## src/rtl/wb_timer_irq_pkg.sv

```systemverilog
// Shared constants for the Wishbone timer: register indices, CTRL bit positions,
// prescaler width and a byte-lane write-merge helper.
package wb_timer_pkg;

    localparam int PRESCALE_W = 16;

    localparam logic [2:0] REG_CTRL     = 3'd0;
    localparam logic [2:0] REG_COUNT    = 3'd1;
    localparam logic [2:0] REG_COMPARE  = 3'd2;
    localparam logic [2:0] REG_STATUS   = 3'd3;
    localparam logic [2:0] REG_PRESCALE = 3'd4;

    localparam int CTRL_EN = 0;
    localparam int CTRL_AR = 1;
    localparam int CTRL_IE = 2;

    function automatic logic [31:0] apply_sel(input logic [31:0] old_val,
                                              input logic [31:0] new_val,
                                              input logic [3:0]  sel);
        logic [31:0] res;
        res = old_val;
        for (int b = 0; b < 4; b++) begin
            if (sel[b]) res[8*b +: 8] = new_val[8*b +: 8];
        end
        return res;
    endfunction

endpackage

```

## src/rtl/wb_timer_irq_if.sv

```systemverilog
// Wishbone classic slave bus bundle for the timer; the CPU side is the master.
interface wb_timer_irq_if;
    logic        wb_cyc_i;
    logic        wb_stb_i;
    logic        wb_we_i;
    logic [31:0] wb_adr_i;
    logic [31:0] wb_dat_i;
    logic [3:0]  wb_sel_i;
    logic [31:0] wb_dat_o;
    logic        wb_ack_o;

    modport slave (
        input  wb_cyc_i, wb_stb_i, wb_we_i, wb_adr_i, wb_dat_i, wb_sel_i,
        output wb_dat_o, wb_ack_o
    );

    modport master (
        output wb_cyc_i, wb_stb_i, wb_we_i, wb_adr_i, wb_dat_i, wb_sel_i,
        input  wb_dat_o, wb_ack_o
    );
endinterface

```

## src/rtl/wb_timer_irq_prescaler.sv

```systemverilog
// Tick divider: 16-bit down-counter emitting one tick every div+1 enabled clocks.
module wb_timer_prescaler
    import wb_timer_pkg::*;
(
    input  logic                  clk_i,
    input  logic                  rst_i,
    input  logic                  en,
    input  logic                  load,
    input  logic [PRESCALE_W-1:0] div,
    output logic                  tick
);
    logic [PRESCALE_W-1:0] cnt;

    always_ff @(posedge clk_i) begin
        if (rst_i) begin
            cnt <= '0;
        end else if (load) begin
            cnt <= div;
        end else if (en) begin
            if (cnt == '0) cnt <= div;
            else           cnt <= cnt - 1'b1;
        end
    end

    // A reload cycle restarts the period, so it never produces a tick itself.
    assign tick = en & ~load & (cnt == '0);

endmodule

```

## src/rtl/wb_timer_irq.sv

```systemverilog
// Wishbone timer with compare-match interrupt (level irq = PEND & IE).
// Optional tick divider enabled by defining WB_TIMER_PRESCALER_EN.
module wb_timer_irq
    import wb_timer_pkg::*;
#(
    parameter logic [31:0] RESET_COMPARE = 32'hFFFF_FFFF
) (
    input  logic          clk_i,
    input  logic          rst_i,
    wb_timer_irq_if.slave wb,
    output logic          irq_o
);
    logic                  ctrl_en, ctrl_ar, ctrl_ie, pend;
    logic [31:0]           count, compare, rd_data, ctrl_word, ctrl_next;
    logic [PRESCALE_W-1:0] prescale;
    logic [2:0]            idx;
    logic                  bus_req, wr, wr_ctrl, wr_count, wr_compare, wr_status;
    logic                  tick, match;
    logic                  unused_bits;

    assign idx        = wb.wb_adr_i[4:2];
    // The ~ack term turns a held strobe into one access per two cycles.
    assign bus_req    = wb.wb_cyc_i & wb.wb_stb_i & ~wb.wb_ack_o;
    assign wr         = bus_req & wb.wb_we_i;
    assign wr_ctrl    = wr & (idx == REG_CTRL);
    assign wr_count   = wr & (idx == REG_COUNT);
    assign wr_compare = wr & (idx == REG_COMPARE);
    assign wr_status  = wr & (idx == REG_STATUS);

    always_comb begin
        ctrl_word          = '0;
        ctrl_word[CTRL_EN] = ctrl_en;
        ctrl_word[CTRL_AR] = ctrl_ar;
        ctrl_word[CTRL_IE] = ctrl_ie;
    end
    assign ctrl_next = apply_sel(ctrl_word, wb.wb_dat_i, wb.wb_sel_i);

`ifdef WB_TIMER_PRESCALER_EN
    logic                  wr_prescale;
    logic [PRESCALE_W-1:0] prescale_next;

    assign wr_prescale = wr & (idx == REG_PRESCALE);

    always_comb begin
        prescale_next = prescale;
        if (wr_prescale) begin
            if (wb.wb_sel_i[0]) prescale_next[7:0]  = wb.wb_dat_i[7:0];
            if (wb.wb_sel_i[1]) prescale_next[15:8] = wb.wb_dat_i[15:8];
        end
    end

    always_ff @(posedge clk_i) begin
        if (rst_i) prescale <= '0;
        else       prescale <= prescale_next;
    end

    // The divider reloads from the value being written, not the stale register.
    wb_timer_prescaler u_prescaler (
        .clk_i (clk_i),
        .rst_i (rst_i),
        .en    (ctrl_en),
        .load  (wr_prescale),
        .div   (prescale_next),
        .tick  (tick)
    );
`else
    assign prescale = '0;
    assign tick     = ctrl_en;
`endif

    assign match = tick & ctrl_en & (count == compare) & ~wr_count;

    always_comb begin
        rd_data = '0;
        case (idx)
            REG_CTRL:     rd_data = ctrl_word;
            REG_COUNT:    rd_data = count;
            REG_COMPARE:  rd_data = compare;
            REG_STATUS:   rd_data[0] = pend;
            REG_PRESCALE: rd_data[PRESCALE_W-1:0] = prescale;
            default:      rd_data = '0;
        endcase
    end

    always_ff @(posedge clk_i) begin
        if (rst_i) begin
            wb.wb_ack_o <= 1'b0;
            wb.wb_dat_o <= '0;
            ctrl_en     <= 1'b0;
            ctrl_ar     <= 1'b0;
            ctrl_ie     <= 1'b0;
            count       <= '0;
            compare     <= RESET_COMPARE;
            pend        <= 1'b0;
        end else begin
            wb.wb_ack_o <= bus_req;
            wb.wb_dat_o <= bus_req ? rd_data : '0;

            if (wr_ctrl) begin
                ctrl_en <= ctrl_next[CTRL_EN];
                ctrl_ar <= ctrl_next[CTRL_AR];
                ctrl_ie <= ctrl_next[CTRL_IE];
            end else if (match && !ctrl_ar) begin
                ctrl_en <= 1'b0;
            end

            if (wr_count) begin
                count <= apply_sel(count, wb.wb_dat_i, wb.wb_sel_i);
            end else if (tick && ctrl_en) begin
                if (count == compare) begin
                    if (ctrl_ar) count <= '0;
                end else begin
                    count <= count + 32'd1;
                end
            end

            if (wr_compare) compare <= apply_sel(compare, wb.wb_dat_i, wb.wb_sel_i);

            if (match)
                pend <= 1'b1;
            else if (wr_status && wb.wb_sel_i[0] && wb.wb_dat_i[0])
                pend <= 1'b0;
        end
    end

    assign irq_o = pend & ctrl_ie;

    assign unused_bits = ^{wb.wb_adr_i[31:5], wb.wb_adr_i[1:0], ctrl_next[31:3]};

endmodule

```

## src/flat_wrapper.sv

```systemverilog
// flat-port wrapper written by rule: the top's interface ports become plain ports
module wb_timer_irq_flat import wb_timer_pkg::*;
#(
    parameter logic [31:0] RESET_COMPARE = 32'hFFFF_FFFF
)
  (clk_i, rst_i, irq_o, wb_wb_cyc_i, wb_wb_stb_i, wb_wb_we_i, wb_wb_adr_i, wb_wb_dat_i, wb_wb_sel_i, wb_wb_dat_o, wb_wb_ack_o);
  wb_timer_irq_if wb_i ();
  input  logic clk_i;
  input  logic rst_i;
  output logic irq_o;
  input wire logic [$bits(wb_i.wb_cyc_i)-1:0] wb_wb_cyc_i;
  input wire logic [$bits(wb_i.wb_stb_i)-1:0] wb_wb_stb_i;
  input wire logic [$bits(wb_i.wb_we_i)-1:0] wb_wb_we_i;
  input wire logic [$bits(wb_i.wb_adr_i)-1:0] wb_wb_adr_i;
  input wire logic [$bits(wb_i.wb_dat_i)-1:0] wb_wb_dat_i;
  input wire logic [$bits(wb_i.wb_sel_i)-1:0] wb_wb_sel_i;
  output wire logic [$bits(wb_i.wb_dat_o)-1:0] wb_wb_dat_o;
  output wire logic [$bits(wb_i.wb_ack_o)-1:0] wb_wb_ack_o;
  assign wb_i.wb_cyc_i = wb_wb_cyc_i;
  assign wb_i.wb_stb_i = wb_wb_stb_i;
  assign wb_i.wb_we_i = wb_wb_we_i;
  assign wb_i.wb_adr_i = wb_wb_adr_i;
  assign wb_i.wb_dat_i = wb_wb_dat_i;
  assign wb_i.wb_sel_i = wb_wb_sel_i;
  assign wb_wb_dat_o = wb_i.wb_dat_o;
  assign wb_wb_ack_o = wb_i.wb_ack_o;
  wb_timer_irq #(.RESET_COMPARE(RESET_COMPARE)) u_core (.clk_i(clk_i), .rst_i(rst_i), .wb(wb_i), .irq_o(irq_o));
endmodule
```

## config.mk

```make
export PLATFORM = sky130hd
export DESIGN_NAME = wb_timer_irq_flat
export DESIGN_NICKNAME = d
export VERILOG_FILES = /design/src/rtl/wb_timer_irq_pkg.sv /design/src/rtl/wb_timer_irq_if.sv /design/src/rtl/wb_timer_irq_prescaler.sv /design/src/rtl/wb_timer_irq.sv /design/src/flat_wrapper.sv
export SDC_FILE = /design/constraint.sdc
export NUM_CORES = 1
export LEC_CHECK = 0
export CORE_MARGIN = 1
export CORE_UTILIZATION = 34
export DETAILED_ROUTE_END_ITERATION = 8
export PLACE_DENSITY = 0.66
export SKIP_LAST_GASP = 1
export SLEW_MARGIN = 20
export SYNTH_ARGS = -nofsm -noshare
export SYNTH_HDL_FRONTEND = slang
export SYNTH_SLANG_ARGS = --single-unit
```

## constraint.sdc

```tcl
create_clock -name clk_i -period 2.4 [get_ports clk_i]
set_input_delay 0.36 -clock clk_i [delete_from_list [all_inputs] [get_ports clk_i]]
set_output_delay 0.36 -clock clk_i [all_outputs]
set_load 0.03 [all_outputs]
```

======== After elaboration in Yosys (flattened, before gate mapping) ========
Cells that the tools add are included.
cells by class
  bitwise operators ....................... 13
  multiplexer cells ....................... 16
  reductions and logical operators ........ 19
  $add $sub $neg .......................... 1
  eq/ne operators ......................... 10
operators with widths
  kind                   count
  $mux 32                4
  $pmux 15 s3            1
  $add 32x1->32 const B  1
  $eq 32x32->1           1
  $mux 8                 4
  $pmux 16 s2            1
  $reduce_and 2->1       6
  $reduce_and 3->1       4
  $and 1x1->1            10
  $ne 2x2->1 const B     5
  $eq 3x2->1 const B     2
  $reduce_bool 2->1      3
  $mux 1                 5
  $pmux 1 s4             1
  $eq 3x1->1 const B     1
  $logic_and 1x1->1      3
  $logic_not 3->1        1
  $ne 3x1->1 const B     1
  $not 1->1              3
  $reduce_or 2->1        1
  $logic_not 1->1        1
storage, ports and cells
  register bits after elaboration ......... 101
  output and inout port bits .............. 34
  input port bits ......................... 73
  word-level logic and storage cells ...... 73

======== Longest topological paths before layout ========
Gate-level depths: netlist of the first run.
  depth after elaboration ................. 9
  mapped depth ............................ 9
  depth with buffers taken out ............ 7

======== Worst setup path after synthesis of the first run ========
OpenSTA, ideal clock, no wires.
  path kind ............................... register -> register
  start ................................... reg u_core.count[3]
  end ..................................... reg u_core.count[2]
  data required time ...................... 2,283 ps
  cell stages (with the launch flop) ...... 8
  clock period less this slack ............ 2,008 ps
  arrival time ............................ 1,890 ps
  library setup time ...................... 117 ps
  slack ................................... 392 ps
  cells stage by stage .................... dfxtp_1 -> buf_2 -> xor2_1 -> nor4_2 -> nand4_1 -> o31a_1 -> or2_1 -> a32o_1
between the ends
  longest elaborated chain between the ends .. 4
  elaborated cells between the ends (all ways) .. 6
  those cells by class .................... eq/ne (2); mux (3); reduce/logical (1)
RTL lines
  element                   RTL line             text
  start: declaration        wb_timer_irq.sv:14   logic [31:0] count, compare, rd_data, ctrl_word, ctrl_next;
  start signal: assignment  wb_timer_irq.sv:108  count <= apply_sel(count, wb.wb_dat_i, wb.wb_sel_i);
  start signal: assignment  wb_timer_irq.sv:113  count <= count + 32'd1;
  $eq 32x32->1 (*)          wb_timer_irq.sv:110  if (count == compare) begin
  $mux 32                   wb_timer_irq.sv:110
  $mux 32                   wb_timer_irq.sv:109  end else if (tick && ctrl_en) begin
  $mux 32                   wb_timer_irq.sv:107  if (wr_count) begin
Mark *: on every way between the ends. The rest lies on a longest branch, timed or not. The select of a mux whose other input is x is not followed.
A chain may end at the register's enable or synchronous reset.

======== Final worst setup path of the first run ========
  start ................................... reg u_core.count[5]
  end ..................................... reg u_core.count[23]
between the ends
  longest elaborated chain between the ends .. 4
  elaborated cells between the ends (all ways) .. 7
  those cells by class .................... add/sub (1); eq/ne (2); mux (3); reduce/logical (1)
RTL lines
  element                                               RTL line
  $add 32x1->32 / $eq 32x32->1 (equally long branches)  wb_timer_irq.sv:113, wb_timer_irq.sv:110
  $mux 32                                               wb_timer_irq.sv:110
  $mux 32                                               wb_timer_irq.sv:109
  $mux 32                                               wb_timer_irq.sv:107
Several ways; a longest one is shown, not always the timed one. The select of a mux whose other input is x is not followed.

==> qor.yml, run 1 <==
status: "finished, violations left"
violations: "design-rule violations, negative setup slack"
routed_via_density: 5.655
p_per_area_mw_per_mm2: 496.1
syn_nets: 713
clk_latency_ns: 0.35
fin_crit_ns: 2.430
place_inst: 903
final_common_cell: "nand2_1"
clkTransAtPathRegs_ns: 0.07
cp-end-kind: "register"
critPathSlowestCell: "dfxtp_1"
synthTopCellsByArea: "dfxtp_1 (39%), nand2_1 (8.3%), a22oi_1 (6.8%), xor2_1 (5.7%), nor2_1 (4.2%)"
dpl.hpwl_um: 11880
leakage_nw: 2.443
cts_tree: "done"
slew_violations: 0
dr.pass1.iters: 7
hold_depth: 2
crit_type: "register to register"
worst_slack_ns: -0.03021
critPathMaxFanout: 8
place_congestion: 0.9272
rr_endpoint: "u_core.count[23]"
avgRoutedWirePerCell_um: 17.94
io_pins: 107
clockRootBuffer: "clkbuf_16"
yosysWarnings: 0
yosysUniqueCellTypes: 59
synth_area_leader_cell: "dfxtp_1"
slew_headroom_pct: 51.13
hold_viol: 0
seq_area_frac_synth_pct: 39.00
max_stage_delay_ns: 0.48
synthArstFlopShare_pct: 0
max_freq_mhz: 411.5
drc: 4
drtIter0Drc: 453
grt_max_degree: 62
drive_gt1_share_pct: 13.06
netlist_instances: 639
synth-main-ff-cell: "dfxtp_1"
grt_pass1_wl_um: 26280
stdcell_area_mm2: 0.006736
total_power_w: 0.003342
timing.final.crit_share_pct: 101.3
crit_start: "u_core.count[5]"
r2r_start: "u_core.count[5]"
stdcell_count: 919
cts_inserted_buffers: 9
n_antenna_cell: 0
die_y_um: 125.5
finalClockSkew_ns: 0.01001
ir_drop_v: 0.0003530
cts_max_path_buffers: 2
hold_end: "u_core.compare[14]"
portBuffers: 77
nets: 804
vias: 5197
final_cell_mix: "nand2_1 (114), dfxtp_1 (100), clkdlybuf4s50_1 (77), nor2_1 (57), buf_4 (57)"
die_area_mm2: 0.01575
fp.coreArea_mm2: 0.01470
cts_num_sinks: 101
grt_usage_pct: 21.08
antenna_left: 0
yosys.area.top_type_share_pct: 39.00
cp_data_required_time_ns: 2.64
wl_um: 16480
synth-seq-cells: 101
hold_path.class: "register to register"
die-width_um: 125.5
ctsHoldBuffers: 0
synthesis.area_mm2: 0.005185
fill_cells: 1424
placed_cell_area_mm2: 0.006391
synth.avg_cell_area_um2: 8.114
dpl_worst_slack_ns: -0.07091
grt_pass1_vias: 5109
arrival_ns: 2.67
antenna_found_initial: 0
htreeDepth: 3
worstMarginPinSlew_ns: 0.7297
maxCapViolations: 0
min-delay-start: "u_core.compare[14]"
ff2ff_setup_slack_ns: -0.03
num_rows: 44
grt_overflow_total: 0
setup_viol: 1
cp-start-kind: "register"
cp_cell_sequence: "nand4_1 > nor4_4 > nand2_1 > a2111oi_1 > mux2i_1 > o32ai_1"
initial_utilization_pct: 35.27
area_growth_pct: 29.92
synth_edf_count: 0
ff2ff_path_depth: 6
## per-layer routing
metal / share of wire [%] / up-vias / global-route usage [%] / wire [um]
met5: 0 / - / 0 / 0
met2: 47 / 209 / 35.20 / 7823
met3: 6.8 / 25 / 4.236 / 1125
met1: 44 / 2463 / 26.94 / 7239
met4: 1.8 / 0 / 7.389 / 297
li1: - / 2500 / - / -
## through the flow
step	TNS [ns]	util, %	hold slack, ns
6_report	-0.03021	45.83	0.4949
5_1_grt	-0.01670	45.83	0.5234
4_1_cts	0	45.39	0.4997
3_5_place_dp	-1.300	43.48	0.4903
3_3_place_gp	-0.03138	43.46	0.4774
2_1_floorplan	0	-	0.4548
## how the worst max path moves through the flow
stage / endpoint / cells after the start
floorplan: u_core.count[2] / 7
global placement: u_core.wb.wb_dat_o[15] / 5
detailed placement: u_core.compare[22] / 8
CTS: u_core.count[16] / 8
global route: u_core.count[23] / 6
finish: u_core.count[23] / 6
## state kept, by name, indices dropped and copies added (netlist names)
signal              count
u_core.wb.wb_ack_o      1
u_core.compare         32
u_core.pend             1
u_core.wb.wb_dat_o     32
u_core.ctrl_ie          1
u_core.count           32
u_core.ctrl_ar          1
u_core.ctrl_en          1
## synth_stat cells, types with 2 or more instances
master	n
nor3_1	6
or2_1	3
a32oi_1	4
and2_1	3
xnor2_1	3
clkbuf_1	24
nand2_1	114
a21oi_1	19
o22a_1	2
buf_6	2
o2bb2ai_1	2
a2111oi_0	4
or3_1	2
dfxtp_1	101
nand4_1	15
mux2i_1	6
a2bb2oi_1	13
nor4_1	10
o32ai_1	21
and4_1	7
nor4_2	4
o31ai_2	2
nor2_2	2
and3_1	10
buf_1	6
o31ai_1	4
buf_2	23
a22oi_1	47
xor2_1	34
nand2b_1	2
nor2_1	58
a32o_1	4
nand3_1	43
inv_1	9
nor2b_1	6
## timing repair
item,in CTS,in global routing
buffers inserted,0,0
endpoints found under the setup margin,0,23
resized for setup,0,14
## power breakdown
group | switching (W) | leakage (nW) | internal, W
logic | 0.000138 | 1.49 | 0.000116
clock network | 0.000635 | 0.132 | 0.000760
registers | 0.00000747 | 0.816 | 0.00169
total | 0.000780 | 2.44 | 0.00256
## logic make-up (layout without fill, tap and decap cells)
logic type               after synthesis  in the layout  synth area share (%)
buffers and inverters                 65            161                 5.550
adder cells (fa/ha/maj)                1              1                0.2413
AO/OA/AOI/OAI                        137            137                 20.58
multiplexers                           7              7                 1.593
flip-flops                           101            101                 39.00
AND/OR/NAND/NOR                      291            291                 26.79
XOR/XNOR                              37             37                 6.250
## worst max-delay path: cells and delay by family, from the launching register on
kind | cells | cell delay [ns]
DFF | 1 | 0.48
and+or+nand+nor | 3 | 0.88
muxes | 1 | 0.17
AOI/OAI and AO/OA | 2 | 0.79
## layout make-up
cell class / count / area [um2] / area share [%]
clock buffers: 13 / 260.3 / 3.863
clock inverters: 3 / 20.02 / 0.2972
inverters: 10 / 37.54 / 0.5572
multi-input cells: 473 / 2947 / 43.74
flip-flops and latches: 101 / 2023 / 30.03
well taps: 184 / 230.2 / 3.418
repair buffers: 135 / 1219 / 18.09
Power figures use the tool's default switching activity.
==> inputs of run 2 (changes only) <==
- CELL_PAD_IN_SITES_DETAIL_PLACEMENT: not set -> 2
- CELL_PAD_IN_SITES_GLOBAL_PLACEMENT: not set -> 2
- CORE_UTILIZATION: 34 -> 32
- PLACE_DENSITY: 0.66 -> 0.94
- clock period: 2.4 -> 3 ns (I/O delays scaled with it)
==> run 2 against run 1 <==
Net effect:
- the flow now finishes without violations
- setup slack improved by 0.24 ns
- critical path depth rose by 1
- hold slack improved by 0.013 ns
- power fell by 13%
- core utilization fell by 4.7 points
- clock power fell by 4%
- wire length rose by 35%
- non-clock buffer count fell by 33
- clock skew rose by 0.00054 ns
- die area rose by 6.1%
- global-route usage rose by 6.8 points
- flip-flop and latch count did not move
- largest power group unchanged
==> qor.yml, run 2 (synthesis gave the netlist of run 1 again) <==
cp-start-kind: "register"
crit_type: "register to register"
dr.pass1.iters: 5  # -2
hold_viol: 0  # unchanged
max_stage_delay_ns: 0.58  # +0.10 ns
ctsHoldBuffers: 0  # unchanged
timing.setup.tns_ns: 0  # +0.03021 ns
io_pins: 107  # unchanged
area_growth_pct: 25.53
post-cts-setup-buffers: 0  # unchanged
ir_drop_v: 0.0003490  # -1.1%
clockRootBuffer: "clkbuf_16"
slew_violations: 0  # unchanged
wl_um: 22230  # +35%
die_area_mm2: 0.01672  # +6.1%
rsz0062_at_grt: "no"
drc: 0  # -4
cts_inserted_buffers: 9  # unchanged
intPower_w: 0.002197  # -14%
fp.coreArea_mm2: 0.01583  # +7.7%
place_congestion: 0.8626  # -7.0%
cts-resized-gates: 0  # unchanged
die-width_um: 129.3  # +3.0%
portBuffers: 77  # unchanged
min-delay-start: "u_core.compare[6]"
drive_gt1_share_pct: 8.120  # -4.9 points
finalClockSkew_ns: 0.01055  # +0.0005401 ns
n_antenna_cell: 0  # unchanged
cp.buffers_inverters: 1  # +1
critPathMaxFanout: 33  # +25
ff2ff_path_depth: 7  # +1
cp_data_required_time_ns: 3.26  # +0.62 ns
antenna_found_initial: 0  # unchanged
power.switching_w: 0.0007007  # -10%
hold_end: "u_core.compare[6]"
final_cell_mix: "nand2_1 (114), dfxtp_1 (101), clkdlybuf4s50_1 (77), nor2_1 (58), a22oi_1 (47)"
cts_tree: "done"
vias: 5561  # +7.0%
clkTransAtPathRegs_ns: 0.08  # about the same
p_clk_share_pct: 46.0  # +4.3 points
initial_utilization_pct: 32.76  # -2.5 points
grt_pass1_vias: 6121  # +20%
p_comb_share_pct: 7.2  # -0.4 points
p_per_area_mw_per_mm2: 445.1  # -10%
nets: 771  # -4.1%
grt_pass1_wl_um: 34850  # +33%
drtIter0Drc: 416  # -8.2%
timing.final.crit_share_pct: 93.16  # -8.1 points
antenna_left: 0  # unchanged
grt_usage_pct: 27.90  # +6.8 points
arrival_ns: 3.05  # +0.38 ns
swShare_pct: 24.19  # +0.83 points
cp_cell_sequence: "xor2_1 > nor4_2 > and4_1 > a21oi_2 > buf_12 > a22oi_1 > o32ai_1"
routed_via_density: 6.058  # +7.1%
maxCapViolations: 0  # unchanged
worstMarginPinSlew_ns: 0.7250  # -0.004679 ns
crit_family: "compound AO/OA/AOI/OAI gates"
setup_viol: 0  # -1
whs_ns: 0.5082  # +0.01339 ns
cts_max_path_buffers: 2  # unchanged
ff2ff_setup_slack_ns: 0.21  # +0.24 ns
num_rows: 46  # +4.5%
die_y_um: 129.3  # +3.0%
leakage_nw: 2.281  # -6.6%
clk_latency_ns: 0.37  # +0.02 ns
top_regs: "u_core.compare x32, u_core.count x32, u_core.wb.wb_dat_o x32"
status: "finished clean"
cts_num_sinks: 101  # unchanged
fin_crit_ns: 2.795  # +0.3647 ns
rr_endpoint: "u_core.count[14]"
critPathSlowestCell: "a21oi_2"
grt_overflow_total: 0  # unchanged
seq_power_share_pct: 46.8  # -3.9 points
slew_headroom_pct: 51.34  # +0.21 points
cp-end-kind: "register"
grt_max_degree: 62  # unchanged
avgRoutedWirePerCell_um: 24.22  # +35%
max_freq_mhz: 357.8  # -13%
hold_path.class: "register to register"
r2r_start: "u_core.count[18]"
final_common_cell: "nand2_1"
htreeDepth: 3  # unchanged
dpl.hpwl_um: 15550  # +31%
hold_depth: 2  # unchanged
-- run 2: worst max path at each step --
stage / startpoint / to / cells after the start
2_1_floorplan: wb_wb_adr_i[3] / u_core.compare[15] / 9
6_report: u_core.count[18] / u_core.count[14] / 7
5_1_grt: u_core.count[18] / u_core.count[14] / 7
3_3_place_gp: wb_wb_cyc_i / u_core.count[4] / 7
3_5_place_dp: wb_wb_adr_i[4] / u_core.count[14] / 8
4_1_cts: u_core.count[18] / u_core.count[14] / 7
-- run 2: through the flow --
step / util, % / setup WS (ns) / total power (W) / instances / instance area (um2)
global placement: 39.05 / 0.4143 / 0.001583 / 902 / 6181
CTS: 41.11 / 0.2422 / 0.002912 / 918 / 6506
detailed placement: 39.05 / 0.2337 / 0.001592 / 902 / 6181
global route: 41.12 / 0.1011 / 0.002978 / 918 / 6509
finish: 41.12 / 0.2051 / 0.002897 / 918 / 6509
floorplan: - / 0.9602 / 0.001468 / 639 / 5185
-- run 2: layer usage --
| layer | GRT usage [%] | wire (um) | vias up |
|---|---|---|---|
| li1 | - | - | 2431 |
| met1 | 30.99 | 8808 | 2824 |
| met2 | 49.94 | 11290 | 229 |
| met3 | 5.904 | 1253 | 77 |
| met4 | 14.74 | 883 | 0 |
| met5 | 0 | 0 | - |
-- run 2: cell type report --
cell class,count,area (um2)
clock inverter,5,82.58
fill,1781,9319
multi-input combinational,473,2883
timing repair buffer,102,970.9
sequential,101,2022
clock buffer,11,242.7
tap,216,270.3
inverter,10,37.54
-- run 2: power groups by stage --
stage          logic (W)  registers [W]  clock network, W
2_1_floorplan  0.0000737        0.00139                 0
3_3_place_gp    0.000196        0.00139                 0
3_5_place_dp    0.000205        0.00139                 0
4_1_cts         0.000207        0.00136           0.00135
5_1_grt         0.000219        0.00136           0.00140
6_report        0.000209        0.00136           0.00133
-- run 2: worst min-delay path, delay by kind of cell, from the launching register on --
family	cells	cell delay, ns
AND/OR/NAND/NOR	2	0.12
flip-flops	1	0.33
